File: config.mk
export PLATFORM = sky130hd
export DESIGN_NAME = terminal_char_scheduler
export DESIGN_NICKNAME = d
export VERILOG_FILES = /design/src/rtl/term_sched_pkg.sv /design/src/rtl/term_char_fifo.sv /design/src/rtl/terminal_char_scheduler.sv
export SDC_FILE = /design/constraint.sdc
export NUM_CORES = 1
export LEC_CHECK = 0
export CAP_MARGIN = 10
export CORE_ASPECT_RATIO = 0.7
export CORE_UTILIZATION = 30
export DETAILED_ROUTE_END_ITERATION = 8
export GPL_TIMING_DRIVEN = 0
export PLACE_DENSITY = 0.44
export RECOVER_POWER = 25
export SKIP_CTS_REPAIR_TIMING = 1
export SLEW_MARGIN = 20
export SYNTH_ARGS = -nofsm -noshare
export SYNTH_HDL_FRONTEND = slang
export SYNTH_SLANG_ARGS = --single-unit
File: constraint.sdc
create_clock -name clk -period 3.45 [get_ports clk]
set_input_delay 0.345 -clock clk [delete_from_list [all_inputs] [get_ports clk]]
set_output_delay 0.345 -clock clk [all_outputs]
set_load 0.01 [all_outputs]
File: src/rtl/term_sched_pkg.sv
// rtl/term_sched_pkg.sv - shared types and constants for the terminal character scheduler
package term_sched_pkg;

    typedef enum logic [1:0] {
        IDLE    = 2'd0,
        PRESENT = 2'd1,
        RELEASE = 2'd2,
        CLEAR   = 2'd3
    } state_t;

    localparam logic [6:0] ASCII_LC_A  = 7'h61;
    localparam logic [6:0] ASCII_LC_Z  = 7'h7A;
    localparam logic [6:0] CASE_OFFSET = 7'h20;

    function automatic int level_width(input int depth);
        return $clog2(depth) + 1;
    endfunction

endpackage

File: src/rtl/term_char_fifo.sv
// rtl/term_char_fifo.sv - synchronous 7-bit character FIFO with occupancy count
module term_char_fifo
    import term_sched_pkg::*;
#(
    parameter int DEPTH = 4
) (
    input  logic                          clk,
    input  logic                          rst,
    input  logic                          push,
    input  logic [6:0]                    push_data,
    input  logic                          pop,
    output logic [6:0]                    pop_data,
    output logic                          full,
    output logic                          empty,
    output logic [level_width(DEPTH)-1:0] level
);

    localparam int AW = $clog2(DEPTH);
    localparam int LW = level_width(DEPTH);

    logic [6:0]    mem [DEPTH];
    logic [AW-1:0] wr_ptr;
    logic [AW-1:0] rd_ptr;
    logic [LW-1:0] count;
    logic          do_push;
    logic          do_pop;

    assign do_push  = push && !full;
    assign do_pop   = pop && !empty;
    assign full     = (count == LW'(DEPTH));
    assign empty    = (count == '0);
    assign level    = count;
    assign pop_data = mem[rd_ptr];

    always_ff @(posedge clk) begin
        if (rst) begin
            wr_ptr <= '0;
            rd_ptr <= '0;
            count  <= '0;
        end else begin
            if (do_push) wr_ptr <= wr_ptr + AW'(1);
            if (do_pop)  rd_ptr <= rd_ptr + AW'(1);
            case ({do_push, do_pop})
                2'b10:   count <= count + LW'(1);
                2'b01:   count <= count - LW'(1);
                default: count <= count;
            endcase
        end
    end

    // Storage is not reset; only the pointers define validity.
    always_ff @(posedge clk) begin
        if (do_push) mem[wr_ptr] <= push_data;
    end

endmodule

File: src/rtl/terminal_char_scheduler.sv
// rtl/terminal_char_scheduler.sv - arbitrates two character sources into the video terminal handshake
module terminal_char_scheduler
    import term_sched_pkg::*;
#(
    parameter int FIFO_DEPTH     = 4,
    parameter int TIMEOUT_CYCLES = 2000000,
    parameter int CLR_CYCLES     = 1600000,
    parameter bit UPCASE         = 1'b1
) (
    input  logic                               clk,
    input  logic                               rst,
    input  logic                               a_valid,
    input  logic [6:0]                         a_data,
    output logic                               a_ready,
    input  logic                               b_valid,
    input  logic [6:0]                         b_data,
    output logic                               b_ready,
    input  logic                               clr_req,
    input  logic                               rda_n,
    output logic [6:0]                         rd,
    output logic                               da,
    output logic                               clr_out,
    output logic                               busy,
    output logic [level_width(FIFO_DEPTH)-1:0] fifo_level,
    output logic                               timeout_err
);

    localparam int LW   = level_width(FIFO_DEPTH);
    localparam int TMAX = (TIMEOUT_CYCLES > CLR_CYCLES) ? TIMEOUT_CYCLES : CLR_CYCLES;
    localparam int TW   = $clog2(TMAX + 1);
    localparam logic [TW-1:0] TO_LAST  = TW'(TIMEOUT_CYCLES - 1);
    localparam logic [TW-1:0] CLR_LAST = TW'(CLR_CYCLES - 1);

    state_t        state, state_next;
    logic [TW-1:0] timer, timer_next;
    logic [6:0]    rd_next;
    logic          da_next, clr_next, err_next, clr_take;
    logic          rda_meta, rda_sync;
    logic          rr_last, rr_after;   // 1: B was served last
    logic          clr_pend;
    logic          accept_a, accept_b, push, pop;
    logic [6:0]    push_data, fifo_head;
    logic          fifo_full, fifo_empty;
    logic [LW:0]   level_after;
    logic          room, gnt_a, gnt_b;

    function automatic logic [6:0] fold_case(input logic [6:0] c);
        if (UPCASE && c >= ASCII_LC_A && c <= ASCII_LC_Z) return c - CASE_OFFSET;
        return c;
    endfunction

    assign accept_a  = a_valid && a_ready;
    assign accept_b  = b_valid && b_ready;
    assign push      = accept_a || accept_b;
    assign push_data = fold_case(accept_a ? a_data : b_data);
    assign busy      = (state != IDLE) || !fifo_empty;

    term_char_fifo #(
        .DEPTH(FIFO_DEPTH)
    ) u_fifo (
        .clk       (clk),
        .rst       (rst),
        .push      (push),
        .push_data (push_data),
        .pop       (pop),
        .pop_data  (fifo_head),
        .full      (fifo_full),
        .empty     (fifo_empty),
        .level     (fifo_level)
    );

    // Grants are registered, so room is judged on the occupancy after this edge.
    always_comb begin
        level_after = {1'b0, fifo_level} + (LW+1)'(push) - (LW+1)'(pop);
        room        = !(fifo_full && !pop) && (level_after < (LW+1)'(FIFO_DEPTH))
                      && (state_next != CLEAR);
        rr_after    = accept_a ? 1'b0 : (accept_b ? 1'b1 : rr_last);
        if (a_valid && b_valid) begin
            gnt_a = room && rr_after;
            gnt_b = room && !rr_after;
        end else begin
            gnt_a = room && a_valid;
            gnt_b = room && b_valid;
        end
    end

    always_comb begin
        state_next = state;
        timer_next = (state == IDLE) ? '0 : timer + TW'(1);
        pop        = 1'b0;
        rd_next    = rd;
        da_next    = da;
        clr_next   = clr_out;
        err_next   = timeout_err;
        clr_take   = 1'b0;
        case (state)
            IDLE: begin
                if (clr_pend) begin
                    state_next = CLEAR;
                    clr_next   = 1'b1;
                    clr_take   = 1'b1;
                end else if (!fifo_empty) begin
                    pop        = 1'b1;
                    rd_next    = fifo_head;
                    da_next    = 1'b1;
                    state_next = PRESENT;
                end
            end
            PRESENT: begin
                if (!rda_sync) begin
                    da_next    = 1'b0;
                    state_next = RELEASE;
                    timer_next = '0;
                end else if (timer >= TO_LAST) begin
                    da_next    = 1'b0;
                    err_next   = 1'b1;
                    state_next = RELEASE;
                    timer_next = '0;
                end
            end
            RELEASE: begin
                if (rda_sync) begin
                    state_next = IDLE;
                end else if (timer >= TO_LAST) begin
                    err_next   = 1'b1;
                    state_next = IDLE;
                end
            end
            CLEAR: begin
                if (timer >= CLR_LAST) begin
                    clr_next   = 1'b0;
                    state_next = IDLE;
                end
            end
            default: state_next = IDLE;
        endcase
    end

    always_ff @(posedge clk) begin
        if (rst) begin
            state       <= IDLE;
            timer       <= '0;
            rd          <= '0;
            da          <= 1'b0;
            clr_out     <= 1'b0;
            timeout_err <= 1'b0;
            a_ready     <= 1'b0;
            b_ready     <= 1'b0;
            rr_last     <= 1'b1;
            clr_pend    <= 1'b0;
            rda_meta    <= 1'b1;
            rda_sync    <= 1'b1;
        end else begin
            state       <= state_next;
            timer       <= timer_next;
            rd          <= rd_next;
            da          <= da_next;
            clr_out     <= clr_next;
            timeout_err <= err_next;
            a_ready     <= gnt_a;
            b_ready     <= gnt_b;
            rr_last     <= rr_after;
            clr_pend    <= clr_req || (clr_pend && !clr_take);
            rda_meta    <= rda_n;
            rda_sync    <= rda_meta;
        end
    end

endmodule

==> results of run 1 <==
worst paths after layout:
| kind | from | endpoint | slack, ns | cells past startpoint |
|---|---|---|---|---|
| max | state[0]$_SDFF_PP0_ | a_ready$_SDFF_PP0_ | 0.36 | 11 |
| min | rda_meta$_SDFF_PP1_ | rda_sync$_SDFF_PP1_ | 0.42 | 1 |
| max reg2reg | state[0]$_SDFF_PP0_ | a_ready$_SDFF_PP0_ | 0.36 | 11 |
| min reg2reg | rda_meta$_SDFF_PP1_ | rda_sync$_SDFF_PP1_ | 0.42 | 1 |
synthesized netlist by cell type, types with 9 or more instances:
library cell  instances  area [um^2]
mux2i_1               9         90.1
ha_1                 10          125
nor2_1               50          188
xor2_1               10         87.6
nand2_1              20         75.1
inv_1                17         63.8
a21oi_1              10         50.1
nor3_1               11         55.1
edfxtp_1             28          841
clkbuf_1              9         33.8
xnor2_1              15          131
nand3_1              10         50.1
dfxtp_1              46          921
per-stage QoR:
step / hold WS [ns] / std cells / setup WS, ns / cell area (um^2)
6_report: 0.418 / 537 / 0.355 / 4370
5_1_grt: 0.431 / 537 / 0.0576 / 4370
4_1_cts: 0.426 / 537 / 0.192 / 4360
3_5_place_dp: 0.397 / 521 / 0.224 / 4080
3_3_place_gp: 0.392 / 521 / 0.206 / 4080
2_1_floorplan: 0.389 / 333 / 0.819 / 3530
routing by layer:
layer,up-vias,wire length [um]
met1,1196,4640
met4,0,99
met5,-,0
met3,8,235
met2,47,2950
li1,1284,-
worst max-delay path, stage by stage, from the launching register on:
cell,delay (ns)
dfxtp_1,0.29
clkbuf_1,0.19
nor3_2,0.29
nor2b_1,0.20
clkbuf_4,0.30
ha_1,0.19
inv_1,0.04
ha_1,0.26
a31o_1,0.20
or4_1,0.46
a22oi_1,0.32
nor4b_2,0.26
power breakdown:
| part | internal, mW | switching [mW] |
|---|---|---|
| registers | 1.01 | 0.0582 |
| clock network | 0.550 | 0.347 |
| logic | 0.354 | 0.402 |
cells by family (layout without fill, tap and decap cells):
kind of cell,count (synthesis),in the layout,synth area share (%)
multiplexers,23,23,9.24
flip-flops,74,74,49.9
adder cells (fa/ha/maj),11,11,4.11
XOR/XNOR,25,25,6.20
buffers and inverters,31,82,3.61
AND/OR/NAND/NOR,131,131,19.4
AO/OA/AOI/OAI,38,38,7.58
state kept, by name, indices dropped and copies added, names as in the netlist:
register,cells
rd,7
rda_sync,1
clr_pend,1
rr_last,1
clr_out,1
u_fifo.wr_ptr,2
da,1
a_ready,1
timer,21
rda_meta,1
state,2
u_fifo.mem,28
timeout_err,1
u_fifo.level,3
b_ready,1
u_fifo.rd_ptr,2
area by class of cell:
type,count,share of cell area [%]
Sequential cell,74,40.3
Multi-Input combinational cell,228,37.8
Timing Repair Buffer,35,8.02
Clock buffer,9,5.16
Tap cell,153,4.38
Inverter,18,1.55
Buffer,13,1.40
Clock inverter,7,1.38
==> summary.txt, run 1 <==
Outcome
  – Status: complete, no violations

CTS
  – Num CTS Buffers: 9
  – H-tree depth: 3
  – Sink Count: 74
  – Clock tree from TritonCTS: yes
  – Reg clk slew, reported paths: 0.06 ns
  – Clock root buffer: clkbuf_16
  – Clk_lat worst skew: 0.33 ns
  – Clock Path Buffers: 2

GRT
  – Met1 global-route usage: 20.8%
  – Total track usage: 14.2%
  – Met3 usage: 3.72%
  – Largest net degree at the start of global routing: 13
  – Antenna violations before repair: 0
  – Total gr overflow: 0
  – Grt met2 use: 19.4%
  – First-pass GRT wire length: 13100 um
  – GRT busiest layer: met1
  – Vias in the first global route: 2458

Floorplanning
  – Die height: 92.8 um
  – Starting Density: 31.4%
  – Die Wd: 132 um
  – I/O Pins: 36
  – Num rows: 32
  – Core ar.: 0.0113 mm^2
  – Die area: 0.0122 mm^2

Placement
  – Final Wtd Congestion: 0.758
  – PortBufs: 35
  – DPL Wire Length: 5810 um

STA
  – Worst-Margin Slew: 0.769 ns
  – Final TNS setup: 0 ns
  – Crit share post-route: 89.7%
  – Worst rel slew slack: 48.7%
  – Final setup vio count: 0
  – F_max: 0.323 GHz
  – Layout Skew: 0.00366 ns
  – Fin. max-slew vios: 0
  – Period minus WS final: 3.09 ns
  – Final Hold Fails: 0
  – RSZ-0062 raised after global routing: false

Synth
  – Async SR Flop Fraction: 0%
  – EDFF count, synth: 28
  – #FFs+latches synth: 74
  – Post-Syn Area: 0.00353 mm^2
  – Synthesized net count: 364
  – Syn avg cell area: 10.6 um^2
  – Synth Flop Type: dfxtp_1
  – Yosys warnings: 0
  – Post-Synthesis Cells: 333
  – Register area share after synthesis: 49.9%
  – Distinct cells, synth: 53

Routing
  – Drt total wl: 7930 um
  – DR vias/cell: 4.72
  – Pre-antenna DRT Iters: 4
  – Routed Antenna Nets: 0
  – DR iter-0 viols: 96
  – Vias after detailed routing: 2535
  – Drt wl/cell: 14.8 um
  – DRC viols: 0

Power and ir drop
  – Peak supply drop: 0.243 mV
  – Pwr Total: 2.72 mW
  – LEAKAGE: 1.53 nW
  – PwrDens: 623 mW/mm^2

Cells and area
  – Area growth syn-to-layout: 23.6%
  – Footprint of the multi-input gates: 0.00165 mm^2
  – Layout net count: 410
  – # diodes: 0
  – Fin util: 38.8%
  – Most common cell after layout, fill and taps aside: nor2_1
  – Most frequent cells in the layout: 50 x nor2_1, 46 x dfxtp_1, 28 x edfxtp_1
  – Fill cells: 1110
  – Layout cells sized above 1: 10.4%
  – Register area: 0.00176 mm^2

Setup path
  – Startpoint Class: register
  – Largest fanout on the critical path: 10
  – Worst Path Class, Setup: register to register
  – Worst Path Required: 3.69 ns
  – Critical path endpoint category: register
  – Arrival time at the worst endpoint: 3.34 ns

Run
  – Max-cap violations: 0

Hold path
  – Worst min-delay path class: register to register
Note: power is estimated with default switching activity, not from simulation.
==> run 2, diff against run 1 <==
PLACE_DENSITY = 0.53   (was 0.44)
TNS_END_PERCENT = 10   (was default)
==> run 2 against run 1 <==
Net effect:
- non-clock buffer count stayed put
- routed wire length is 6.6% lower
- combinational power is 1% lower
- critical path type unchanged
- critical endpoint unchanged
- largest power group unchanged
- highest routed layer unchanged
==> summary.txt, run 2 (synthesis results as in run 1) <==
Power and ir drop
  – Pwr Total: 2.72 mW (about the same)
  – Peak supply drop: 0.249 mV (was 0.243 mV)
  – PwrDens: 623 mW/mm^2 (about the same)
  – LEAKAGE: 1.52 nW (was 1.53 nW)

Floorplanning
  – Die height: 92.8 um (unchanged)
  – Starting Density: 31.4% (unchanged)
  – Core ar.: 0.0113 mm^2 (unchanged)
  – Die Wd: 132 um (unchanged)
  – Die area: 0.0122 mm^2 (unchanged)
  – Num rows: 32 (unchanged)
  – I/O Pins: 36 (unchanged)

Routing
  – Pre-antenna DRT Iters: 4 (unchanged)
  – Drt total wl: 7400 um (was 7930 um)
  – Max layer used: met4 (unchanged)
  – Met1 WL: 4090 um (was 4640 um)
  – DR iter-0 viols: 111 (was 96)
  – Routed length on met3: 338 um (was 235 um)
  – DRC viols: 0 (unchanged)
  – DR vias/cell: 4.67 (was 4.72)
  – Drt wl/cell: 13.8 um (was 14.8 um)
  – Met2 wire length: 2920 um (was 2950 um)
  – Routed Antenna Nets: 0 (unchanged)
  – Vias after detailed routing: 2509 (was 2535)

Setup path
  – Startpoint Class: register (unchanged)
  – WP buf/inv: 3 (unchanged)
  – Critical path endpoint category: register (unchanged)
  – Worst Path Class, Setup: register to register (unchanged)
  – Max incr delay on CP: 0.47 ns (was 0.46 ns)
  – Slowest CP cell: or4_1 (unchanged)
  – Largest fanout on the critical path: 10 (unchanged)
  – Cell mode on critical path: ha_1 (unchanged)
  – Top delay family on crit path: simple AND/OR/NAND/NOR gates (unchanged)
  – Worst Path Required: 3.69 ns (about the same)
  – Worst-path cell chain: clkbuf_1, nor3_1, nor2b_1, clkbuf_4, ha_1, inv_1, ha_1, a31o_1, or4_1, a22oi_1, nor4b_2 (was clkbuf_1, nor3_2, nor2b_1, clkbuf_4, ha_1, inv_1, ha_1, a31o_1, or4_1, a22oi_1, nor4b_2)
  – Arrival time at the worst endpoint: 3.34 ns (about the same)

Hold path
  – Worst min-delay path class: register to register (unchanged)

GRT
  – Antenna violations before repair: 0 (unchanged)
  – Total track usage: 12.9% (was 14.2%)
  – Total gr overflow: 0 (unchanged)
  – Largest net degree at the start of global routing: 13 (unchanged)
  – Vias in the first global route: 2333 (was 2458)
  – First-pass GRT wire length: 12100 um (was 13100 um)

Placement
  – DPL Wire Length: 5480 um (was 5810 um)
  – PortBufs: 35 (unchanged)
  – Final Wtd Congestion: 0.786 (was 0.758)

STA
  – RSZ-0062 raised after global routing: false (unchanged)
  – Crit share post-route: 89.9% (was 89.7%)
  – F_max: 0.322 GHz (was 0.323 GHz)
  – Worst-Margin Slew: 0.734 ns (was 0.769 ns)
  – Layout Skew: 0.00948 ns (was 0.00366 ns)
  – Worst rel slew slack: 51.1% (was 48.7%)
  – Period minus WS final: 3.10 ns (was 3.09 ns)
  – Final TNS setup: 0 ns (unchanged)
  – Fin. max-slew vios: 0 (unchanged)
  – Final setup vio count: 0 (unchanged)
  – Final Hold Fails: 0 (unchanged)

Outcome
  – Status: complete, no violations (unchanged)

Cells and area
  – Area growth syn-to-layout: 23.5% (was 23.6%)
  – # diodes: 0 (unchanged)
  – Largest register by flop count: u_fifo.mem (unchanged)
  – Most frequent cells in the layout: 50 x nor2_1, 46 x dfxtp_1, 28 x edfxtp_1 (unchanged)
  – Max reg flops: 28 (unchanged)
  – Biggest regs: u_fifo.mem: 28 flops, timer: 21 flops, rd: 7 flops (unchanged)
  – Layout cells sized above 1: 9.38% (was 10.4%)
  – Layout net count: 410 (unchanged)
  – Most common cell after layout, fill and taps aside: nor2_1 (unchanged)
  – Fill cells: 1103 (was 1110)

CTS
  – Sink Count: 74 (unchanged)
  – H-tree depth: 3 (unchanged)
  – Clk_lat worst skew: 0.33 ns (about the same)
  – Num CTS Buffers: 9 (unchanged)
  – Clock root buffer: clkbuf_16 (unchanged)
  – Reg clk slew, reported paths: 0.06 ns (about the same)
  – Clock tree from TritonCTS: yes (unchanged)
  – Clock Path Buffers: 2 (unchanged)

Run
  – Max-cap violations: 0 (unchanged)
==> run 2: changes by cell type in the layout (fill, tap and decap cells not counted) <==
cell | previous run | this run
clkbuf_1 | 10 | 12
clkdlybuf4s50_1 | 19 | 21
clkinv_2 | 3 | 1
dlygate4sd3_1 | 16 | 14
mux2_1 | 2 | 4
mux2_2 | 5 | 3
and2_0 | 1 | 0
and2_1 | 6 | 7
clkinv_1 | 3 | 2
clkinv_4 | 0 | 1
nor3_1 | 10 | 11
nor3_2 | 1 | 0
==> run 2: final timing paths <==
kind,cells after the start,slack [ns],endpoint,start
worst max-delay path,11,0.35,a_ready$_SDFF_PP0_,state[0]$_SDFF_PP0_
worst min-delay path,1,0.40,rda_sync$_SDFF_PP1_,rda_meta$_SDFF_PP1_
worst max register to register,11,0.35,a_ready$_SDFF_PP0_,state[0]$_SDFF_PP0_
worst min register to register,1,0.40,rda_sync$_SDFF_PP1_,rda_meta$_SDFF_PP1_
==> run 2: routing by layer <==
| layer | global-route usage [%] | vias up |
|---|---|---|
| li1 | - | 1274 |
| met1 | 18.9 | 1177 |
| met2 | 17.6 | 54 |
| met3 | 3.89 | 4 |
| met4 | 4.07 | 0 |
| met5 | 0 | - |
==> run 2: per-stage QoR <==
step                std cells  worst slack [ns]  util [%]  instance area, um^2  hold WS (ns)
detailed placement        521             0.279      36.2                 4080         0.394
CTS                       537             0.251      38.8                 4360         0.400
global placement          521             0.270      36.2                 4080         0.393
finish                    537             0.349      38.8                 4360         0.401
global route              537            0.0696      38.8                 4360         0.414
floorplan                 333             0.819         -                 3530         0.389
==> run 2: power breakdown <==
| part | leakage (nW) | total (mW) | internal, mW | switching [mW] |
|---|---|---|---|---|
| combinational | 0.754 | 0.744 | 0.356 | 0.388 |
| sequential | 0.626 | 1.07 | 1.01 | 0.0615 |
| clock | 0.137 | 0.902 | 0.557 | 0.344 |
==> run 2: final cells by class <==
type                    count  area (um^2)  area share (%)
inverters                  18         67.6            1.55
well taps                 153          191            4.39
clock inverters             5         55.1            1.26
plain buffers              13         61.3            1.40
flip-flops and latches     74         1760            40.4
multi-input cells         228         1640            37.7
clock buffers              11          233            5.33
repair buffers             35          350            8.03
